$ cat config.mk
export PLATFORM = sky130hd
export DESIGN_NAME = exec_trace_monitor
export DESIGN_NICKNAME = d
export VERILOG_FILES = /design/src/rtl/exec_trace_monitor_pkg.sv /design/src/rtl/exec_trace_monitor_trace_fifo.sv /design/src/rtl/exec_trace_monitor.sv
export SDC_FILE = /design/constraint.sdc
export NUM_CORES = 1
export LEC_CHECK = 0
export ABC_CLOCK_PERIOD_IN_PS = 6000
export CORE_MARGIN = 2
export CORE_UTILIZATION = 53
export DETAILED_ROUTE_END_ITERATION = 8
export PLACE_DENSITY = 0.81
export SLEW_MARGIN = 10
export SYNTH_ARGS = -nofsm -noshare
export SYNTH_HDL_FRONTEND = slang
export SYNTH_SLANG_ARGS = --single-unit
export TNS_END_PERCENT = 20
$ cat constraint.sdc
create_clock -name clk -period 6 [get_ports clk]
set_input_delay 0.9 -clock clk [delete_from_list [all_inputs] [get_ports clk]]
set_output_delay 0.9 -clock clk [all_outputs]
set_load 0.01 [all_outputs]
$ cat src/rtl/exec_trace_monitor_pkg.sv
// Shared opcode map, instruction classes and record layout for the execution
// trace monitor.
package exec_trace_monitor_pkg;

  localparam int REC_W = 46;  // {pc[7:0], opcode[5:0], result[31:0]}

  localparam logic [5:0] OP_ADD  = 6'h00, OP_SUB  = 6'h01, OP_AND  = 6'h02,
                         OP_OR   = 6'h03, OP_XOR  = 6'h04, OP_NOR  = 6'h05,
                         OP_SLT  = 6'h06, OP_SLL  = 6'h07, OP_SRL  = 6'h08,
                         OP_SRA  = 6'h09, OP_ADDI = 6'h0A, OP_LW   = 6'h0B,
                         OP_LH   = 6'h0C, OP_LB   = 6'h0D, OP_LUI  = 6'h0E,
                         OP_ORI  = 6'h0F, OP_SW   = 6'h10, OP_SH   = 6'h11,
                         OP_SB   = 6'h12, OP_BEQ  = 6'h13, OP_BNE  = 6'h14,
                         OP_BLT  = 6'h15, OP_J    = 6'h16, OP_JAL  = 6'h17,
                         OP_JR   = 6'h18;

  typedef enum logic [2:0] {
    CLS_ALU, CLS_LOAD, CLS_STORE, CLS_BRANCH, CLS_JUMP, CLS_ILLEGAL
  } cls_e;

  // 0x0E/0x0F are immediate ALU ops sitting just above the loads.
  function automatic cls_e classify(input logic [5:0] op);
    if (op <= OP_ADDI || op == OP_LUI || op == OP_ORI) return CLS_ALU;
    else if (op <= OP_LB)  return CLS_LOAD;
    else if (op <= OP_SB)  return CLS_STORE;
    else if (op <= OP_BLT) return CLS_BRANCH;
    else if (op <= OP_JR)  return CLS_JUMP;
    else                   return CLS_ILLEGAL;
  endfunction

endpackage

$ cat src/rtl/exec_trace_monitor_trace_fifo.sv
// Synchronous show-ahead FIFO; a push into a full FIFO is accepted only when
// a pop happens on the same edge.
module trace_fifo #(
  parameter int DEPTH = 16,
  parameter int WIDTH = 46
) (
  input  logic             clk,
  input  logic             reset,
  input  logic             clr,
  input  logic             push_i,
  input  logic [WIDTH-1:0] data_i,
  input  logic             pop_i,
  output logic             full_o,
  output logic             empty_o,
  output logic [WIDTH-1:0] data_o
);
  localparam int AW = $clog2(DEPTH);

  logic [WIDTH-1:0] mem_q [DEPTH];
  logic [AW-1:0]    wptr_q, rptr_q;
  logic [AW:0]      cnt_q;
  logic             pop_ok, push_ok;

  assign empty_o = (cnt_q == '0);
  assign full_o  = (cnt_q == (AW+1)'(DEPTH));
  assign pop_ok  = pop_i && !empty_o;
  assign push_ok = push_i && (!full_o || pop_ok);
  assign data_o  = empty_o ? '0 : mem_q[rptr_q];

  always_ff @(posedge clk or posedge reset) begin
    if (reset) begin
      wptr_q <= '0;
      rptr_q <= '0;
      cnt_q  <= '0;
    end else if (clr) begin
      wptr_q <= '0;
      rptr_q <= '0;
      cnt_q  <= '0;
    end else begin
      if (push_ok) wptr_q <= wptr_q + 1'b1;
      if (pop_ok)  rptr_q <= rptr_q + 1'b1;
      if (push_ok && !pop_ok)      cnt_q <= cnt_q + 1'b1;
      else if (pop_ok && !push_ok) cnt_q <= cnt_q - 1'b1;
    end
  end

  // Storage needs no reset: reads are masked to zero while empty.
  always_ff @(posedge clk) begin
    if (push_ok && !clr && !reset) mem_q[wptr_q] <= data_i;
  end

endmodule

$ cat src/rtl/exec_trace_monitor.sv
// Observer for the single-cycle datapath: classifies retired instructions,
// counts them, detects taken branches and halt, and buffers a trace FIFO.
module exec_trace_monitor
  import exec_trace_monitor_pkg::*;
#(
  parameter int DEPTH       = 16,
  parameter int CNT_W       = 16,
  parameter int PC_STEP     = 1,
  parameter int HALT_CYCLES = 3
) (
  input  logic             clk,
  input  logic             reset,
  input  logic             en,
  input  logic             clr,
  input  logic [7:0]       pc,
  input  logic [5:0]       opcode,
  input  logic [31:0]      result,
  output logic             rd_valid,
  input  logic             rd_ready,
  output logic [7:0]       rd_pc,
  output logic [5:0]       rd_opcode,
  output logic [31:0]      rd_result,
  output logic [CNT_W-1:0] cnt_total,
  output logic [CNT_W-1:0] cnt_alu,
  output logic [CNT_W-1:0] cnt_load,
  output logic [CNT_W-1:0] cnt_store,
  output logic [CNT_W-1:0] cnt_branch,
  output logic [CNT_W-1:0] cnt_taken,
  output logic [CNT_W-1:0] cnt_jump,
  output logic [CNT_W-1:0] cnt_illegal,
  output logic [CNT_W-1:0] cnt_drop,
  output logic             halted,
  output logic             overflow
);
  localparam int NCNT = 9;
  localparam int I_TOT = 0, I_ALU = 1, I_LD = 2, I_ST = 3, I_BR = 4,
                 I_TKN = 5, I_JMP = 6, I_ILL = 7, I_DROP = 8;
  localparam int SW = $clog2(HALT_CYCLES + 1);

  logic [NCNT-1:0][CNT_W-1:0] cnt_q;
  logic [NCNT-1:0]            inc;
  logic [7:0]                 prev_pc_q, bpc_q;
  logic [SW-1:0]              stuck_q, stuck_d;
  logic                       pend_q, halted_q, ovf_q;
  logic                       sample, full, empty, pop, drop, is_br;
  logic [REC_W-1:0]           head;
  cls_e                       cls;

  assign sample = en && !clr && !halted_q;
  assign cls    = classify(opcode);
  assign is_br  = (cls == CLS_BRANCH);
  assign pop    = rd_ready && !empty;
  assign drop   = sample && full && !pop;
  // stuck_q == 0 marks "no sample since reset/clr", so the first one starts at 1.
  assign stuck_d = (stuck_q != '0 && pc == prev_pc_q) ? stuck_q + 1'b1 : SW'(1);

  always_comb begin
    inc = '0;
    if (sample) begin
      inc[I_TOT] = 1'b1;
      case (cls)
        CLS_ALU:    inc[I_ALU] = 1'b1;
        CLS_LOAD:   inc[I_LD]  = 1'b1;
        CLS_STORE:  inc[I_ST]  = 1'b1;
        CLS_BRANCH: inc[I_BR]  = 1'b1;
        CLS_JUMP:   inc[I_JMP] = 1'b1;
        default:    inc[I_ILL] = 1'b1;
      endcase
      if (pend_q && pc != 8'(bpc_q + 8'(PC_STEP))) inc[I_TKN] = 1'b1;
      inc[I_DROP] = drop;
    end
  end

  always_ff @(posedge clk or posedge reset) begin
    if (reset) begin
      cnt_q     <= '0;
      prev_pc_q <= '0;
      bpc_q     <= '0;
      stuck_q   <= '0;
      pend_q    <= 1'b0;
      halted_q  <= 1'b0;
      ovf_q     <= 1'b0;
    end else if (clr) begin
      cnt_q     <= '0;
      prev_pc_q <= '0;
      bpc_q     <= '0;
      stuck_q   <= '0;
      pend_q    <= 1'b0;
      halted_q  <= 1'b0;
      ovf_q     <= 1'b0;
    end else if (sample) begin
      for (int i = 0; i < NCNT; i++)
        if (inc[i] && cnt_q[i] != '1) cnt_q[i] <= cnt_q[i] + 1'b1;
      prev_pc_q <= pc;
      stuck_q   <= stuck_d;
      pend_q    <= is_br;
      if (is_br) bpc_q <= pc;
      if (stuck_d == SW'(HALT_CYCLES)) halted_q <= 1'b1;
      if (drop) ovf_q <= 1'b1;
    end
  end

  trace_fifo #(.DEPTH(DEPTH), .WIDTH(REC_W)) u_fifo (
    .clk     (clk),
    .reset   (reset),
    .clr     (clr),
    .push_i  (sample),
    .data_i  ({pc, opcode, result}),
    .pop_i   (rd_ready),
    .full_o  (full),
    .empty_o (empty),
    .data_o  (head)
  );

  assign rd_valid                       = !empty;
  assign {rd_pc, rd_opcode, rd_result}  = head;
  assign cnt_total   = cnt_q[I_TOT];
  assign cnt_alu     = cnt_q[I_ALU];
  assign cnt_load    = cnt_q[I_LD];
  assign cnt_store   = cnt_q[I_ST];
  assign cnt_branch  = cnt_q[I_BR];
  assign cnt_taken   = cnt_q[I_TKN];
  assign cnt_jump    = cnt_q[I_JMP];
  assign cnt_illegal = cnt_q[I_ILL];
  assign cnt_drop    = cnt_q[I_DROP];
  assign halted      = halted_q;
  assign overflow    = ovf_q;

endmodule

==> flow_metrics.env <==
export IMPL_avgRoutedWirePerCell_um=26.57
export IMPL_drv_slew=0
export IMPL_cp_common_cell="mux4_2"
export IMPL_internal_power_w=0.01161
export IMPL_grt_start_max_net_pins=143
export IMPL_yosys_register_bits=914
export IMPL_postSynthCellCount=2094
export IMPL_clock_skew_ns=0.02517
export IMPL_grt_total_usage_pct=24.68
export IMPL_synth_common_cells="736 x edfxtp_1, 230 x mux4_2, 178 x dfrtp_1"
export IMPL_power_switching_w=0.003635
export IMPL_hold_end="halted"
export IMPL_status="finished, final reports clean"
export IMPL_power_leakage_nw=14.41
export IMPL_switching_share_pct=23.84
export IMPL_routed_wl_um=89450
export IMPL_timing_fmax_mhz=206.0
export IMPL_power_frac_clock_pct=37.9
export IMPL_r2r_end="u_fifo.cnt_q[4]"
export IMPL_synth_area_leaders="edfxtp_1 59%, mux4_2 14%, dfrtp_1 12%"
export IMPL_fp_dieW_um=269.8
export IMPL_setup_viol_count_final=0
export IMPL_synthFlopType="edfxtp_1"
export IMPL_ys_types=75
export IMPL_hold_viol=0
export IMPL_drc=0
export IMPL_cts_tree="yes"
export IMPL_min_path_cells=1
export IMPL_antenna_found_initial=5
export IMPL_synth_area_mm2=0.03745
export IMPL_clock_path_buffers=3
export IMPL_finalCriticalPeriod_ns=4.855
export IMPL_syn_to_final_growth_pct=17.45
export IMPL_hp_class="reg2reg"
export IMPL_syn_avg_cell_area_um2=17.88
export IMPL_fp_dieArea_mm2=0.07280
export IMPL_place_congestion=0.8473
export IMPL_io_pins=244
export IMPL_required_ns=5.10
export IMPL_cts_root_buf="clkbuf_16"
export IMPL_core_area_mm2=0.07003
export IMPL_worst_setup_path_start_kind="flip-flop"
export IMPL_drtAntennaViolNets=0
export IMPL_grt_pass1_vias=21570
export IMPL_synth_top_area_share_pct=59.02
export IMPL_vias=20900
export IMPL_worst_pin_slew_ns=1.174
export IMPL_gr_total_overflow=0
export IMPL_finalCritPeriodShare_pct=80.92
export IMPL_crit_path_max_incr_delay_ns=1.09
export IMPL_post_route_cell_area_mm2=0.04398
export IMPL_synth_nets=2165
export IMPL_slew_headroom_pct=21.74
export IMPL_arrival_ns=3.96
export IMPL_ys_warn_count=0
export IMPL_path_cells="buf_12 -> mux4_2 -> mux4_2 -> and2_1 -> clkdlybuf4s50_1"
export IMPL_viasPerCell=6.209
export IMPL_htreeDepth=3
export IMPL_pwr_share_seq_pct=46.3
export IMPL_rows=97
export IMPL_combPwrFrac_pct=15.8
export IMPL_dp_hpwl_um=46350
export IMPL_fin_nets=2423
export IMPL_critPathMaxFanout=48
export IMPL_synth_largest_area_cell="edfxtp_1"
export IMPL_fillers=4746
export IMPL_placedInstanceArea_mm2=0.04097
export IMPL_irDropWorstVdd_mv=0.2652
export IMPL_cap_violations=0
export IMPL_post_cts_buffers=0
export IMPL_cts_clk_slew_worst_paths_ns=0.06
export IMPL_die_h_um=269.8
export IMPL_postCtsHoldBufs=0
export IMPL_portBuffers=243
export IMPL_synth_seq_area_share_pct=70.91
export IMPL_crit_path_top_delay_cell="dfrtp_4"
export IMPL_crit_path_end_kind="output pin"
export IMPL_cts_resized=0
export IMPL_initial_core_util_pct=53.47
export IMPL_path_class="reg2out"
export IMPL_cts_buffers=91
export IMPL_yosysMostFrequentCell="edfxtp_1"
export IMPL_synth_edff_count=736
export IMPL_r2r_setup_slack_ns=2.15
export IMPL_timing_rr_start="u_fifo.cnt_q[0]"
export IMPL_grt_first_pass_wirelength_um=135200
export IMPL_rsz0062_at_grt="false"
export IMPL_hp_start="stuck_q[0]"
export IMPL_clock_latency_ns=0.65
export IMPL_clock_sinks=914
export IMPL_initialDrtViolationCount=2301
export IMPL_r2r_cells=12
export IMPL_setup_tns_ns=0
export IMPL_drive_above_1_share_pct=17.62
export IMPL_powerDensity_mw_per_mm2=346.6
export IMPL_async_flop_share_pct=19.47
export IMPL_power_w=0.01525
export IMPL_drtPass1Iterations=6
cell families after synthesis:
family	synth area share, %
buffers and inverters	1.273
multiplexers	14.44
flip-flops	70.91
XOR/XNOR	2.947
AO/OA/AOI/OAI	2.239
AND/OR/NAND/NOR	7.501
adder cells (fa/ha/maj)	0.6883
metrics by stage:
stage	hold WS [ns]	setup WS [ns]	utilization, %	std cells
2_1_floorplan	0.4591	0.2697	-	2094
5_1_grt	0.5411	0.9141	62.80	3365
3_5_place_dp	0.4962	1.726	58.50	3199
3_3_place_gp	0.4875	1.798	58.50	3199
6_report	0.5040	1.145	62.81	3366
4_1_cts	0.5060	1.022	62.80	3364
critical path: cells and delay by family, from the launching register on:
family / cells / cell delay (ns)
muxes: 2 / 1.10
and+or+nand+nor: 1 / 0.19
DFF: 1 / 1.09
buffers and inverters: 2 / 0.87
layout by cell type (no fill, tap or decap), types with 5 or more instances in the layout:
master and n:
a21oi_1 40, and2_1 57, and3_1 24, and3_4 12, and4_1 15, buf_12 5
buf_4 17, bufinv_16 12, clkbuf_1 16, clkbuf_16 92, clkdlybuf4s50_1 242, clkinv_1 18
clkinv_2 16, clkinvlp_4 8, dfrtp_1 174, edfxtp_1 736, ha_1 19, inv_1 20
mux2i_1 17, mux4_2 230, nand2_1 81, nand3_1 65, nand4_1 36, nor2_1 152
nor2b_1 9, nor3_1 24, nor3b_1 7, nor4_1 12, o211ai_1 5, o21ai_0 18
o31ai_1 11, or3_1 16, or4_1 12, xnor2_1 60, xor2_1 66
flip-flops by register name, indices dropped and copies added (netlist names), 2 cells and up:
name / cells
bpc_q: 8
cnt_alu: 16
cnt_branch: 16
cnt_drop: 16
cnt_illegal: 16
cnt_jump: 16
cnt_load: 16
cnt_store: 16
cnt_taken: 16
cnt_total: 16
prev_pc_q: 8
stuck_q: 2
u_fifo.cnt_q: 5
u_fifo.mem_q: 736
u_fifo.rptr_q: 4
u_fifo.wptr_q: 4
metal layers:
layer / wire length, um / global-route usage [%] / vias to the layer above
li1: - / - / 8813
met1: 34150 / 33.17 / 10900
met2: 45490 / 41.35 / 1035
met3: 7833 / 5.361 / 146
met4: 1927 / 6.447 / 6
met5: 39 / 0 / -
power groups by stage:
stage          clock, W  sequential, W  combinational, W
4_1_cts         0.00584        0.00706           0.00245
3_5_place_dp          0        0.00719           0.00241
2_1_floorplan         0        0.00707           0.00163
6_report        0.00578        0.00706           0.00241
5_1_grt         0.00607        0.00707           0.00257
3_3_place_gp          0        0.00718           0.00235
worst max-delay path by stage:
stage,startpoint,to
2_1_floorplan,reset,bpc_q[0]
3_3_place_gp,u_fifo.rptr_q[0],rd_opcode[3]
3_5_place_dp,u_fifo.rptr_q[0],rd_result[31]
4_1_cts,u_fifo.rptr_q[0],rd_result[27]
5_1_grt,u_fifo.rptr_q[0],rd_result[31]
6_report,u_fifo.rptr_q[0],rd_result[15]
cell type report:
cell class	count	area, um2	share of cell area (%)
diodes	2	5.005	0.01138
clock buffers	109	2376	5.402
clock inverters	56	634.4	1.442
inverters	22	87.58	0.1991
multi-input cells	1059	10490	23.84
flip-flops and latches	914	26570	60.41
well taps	940	1176	2.674
repair buffers	264	2650	6.025
No activity file was read; power rests on OpenSTA's default activity.
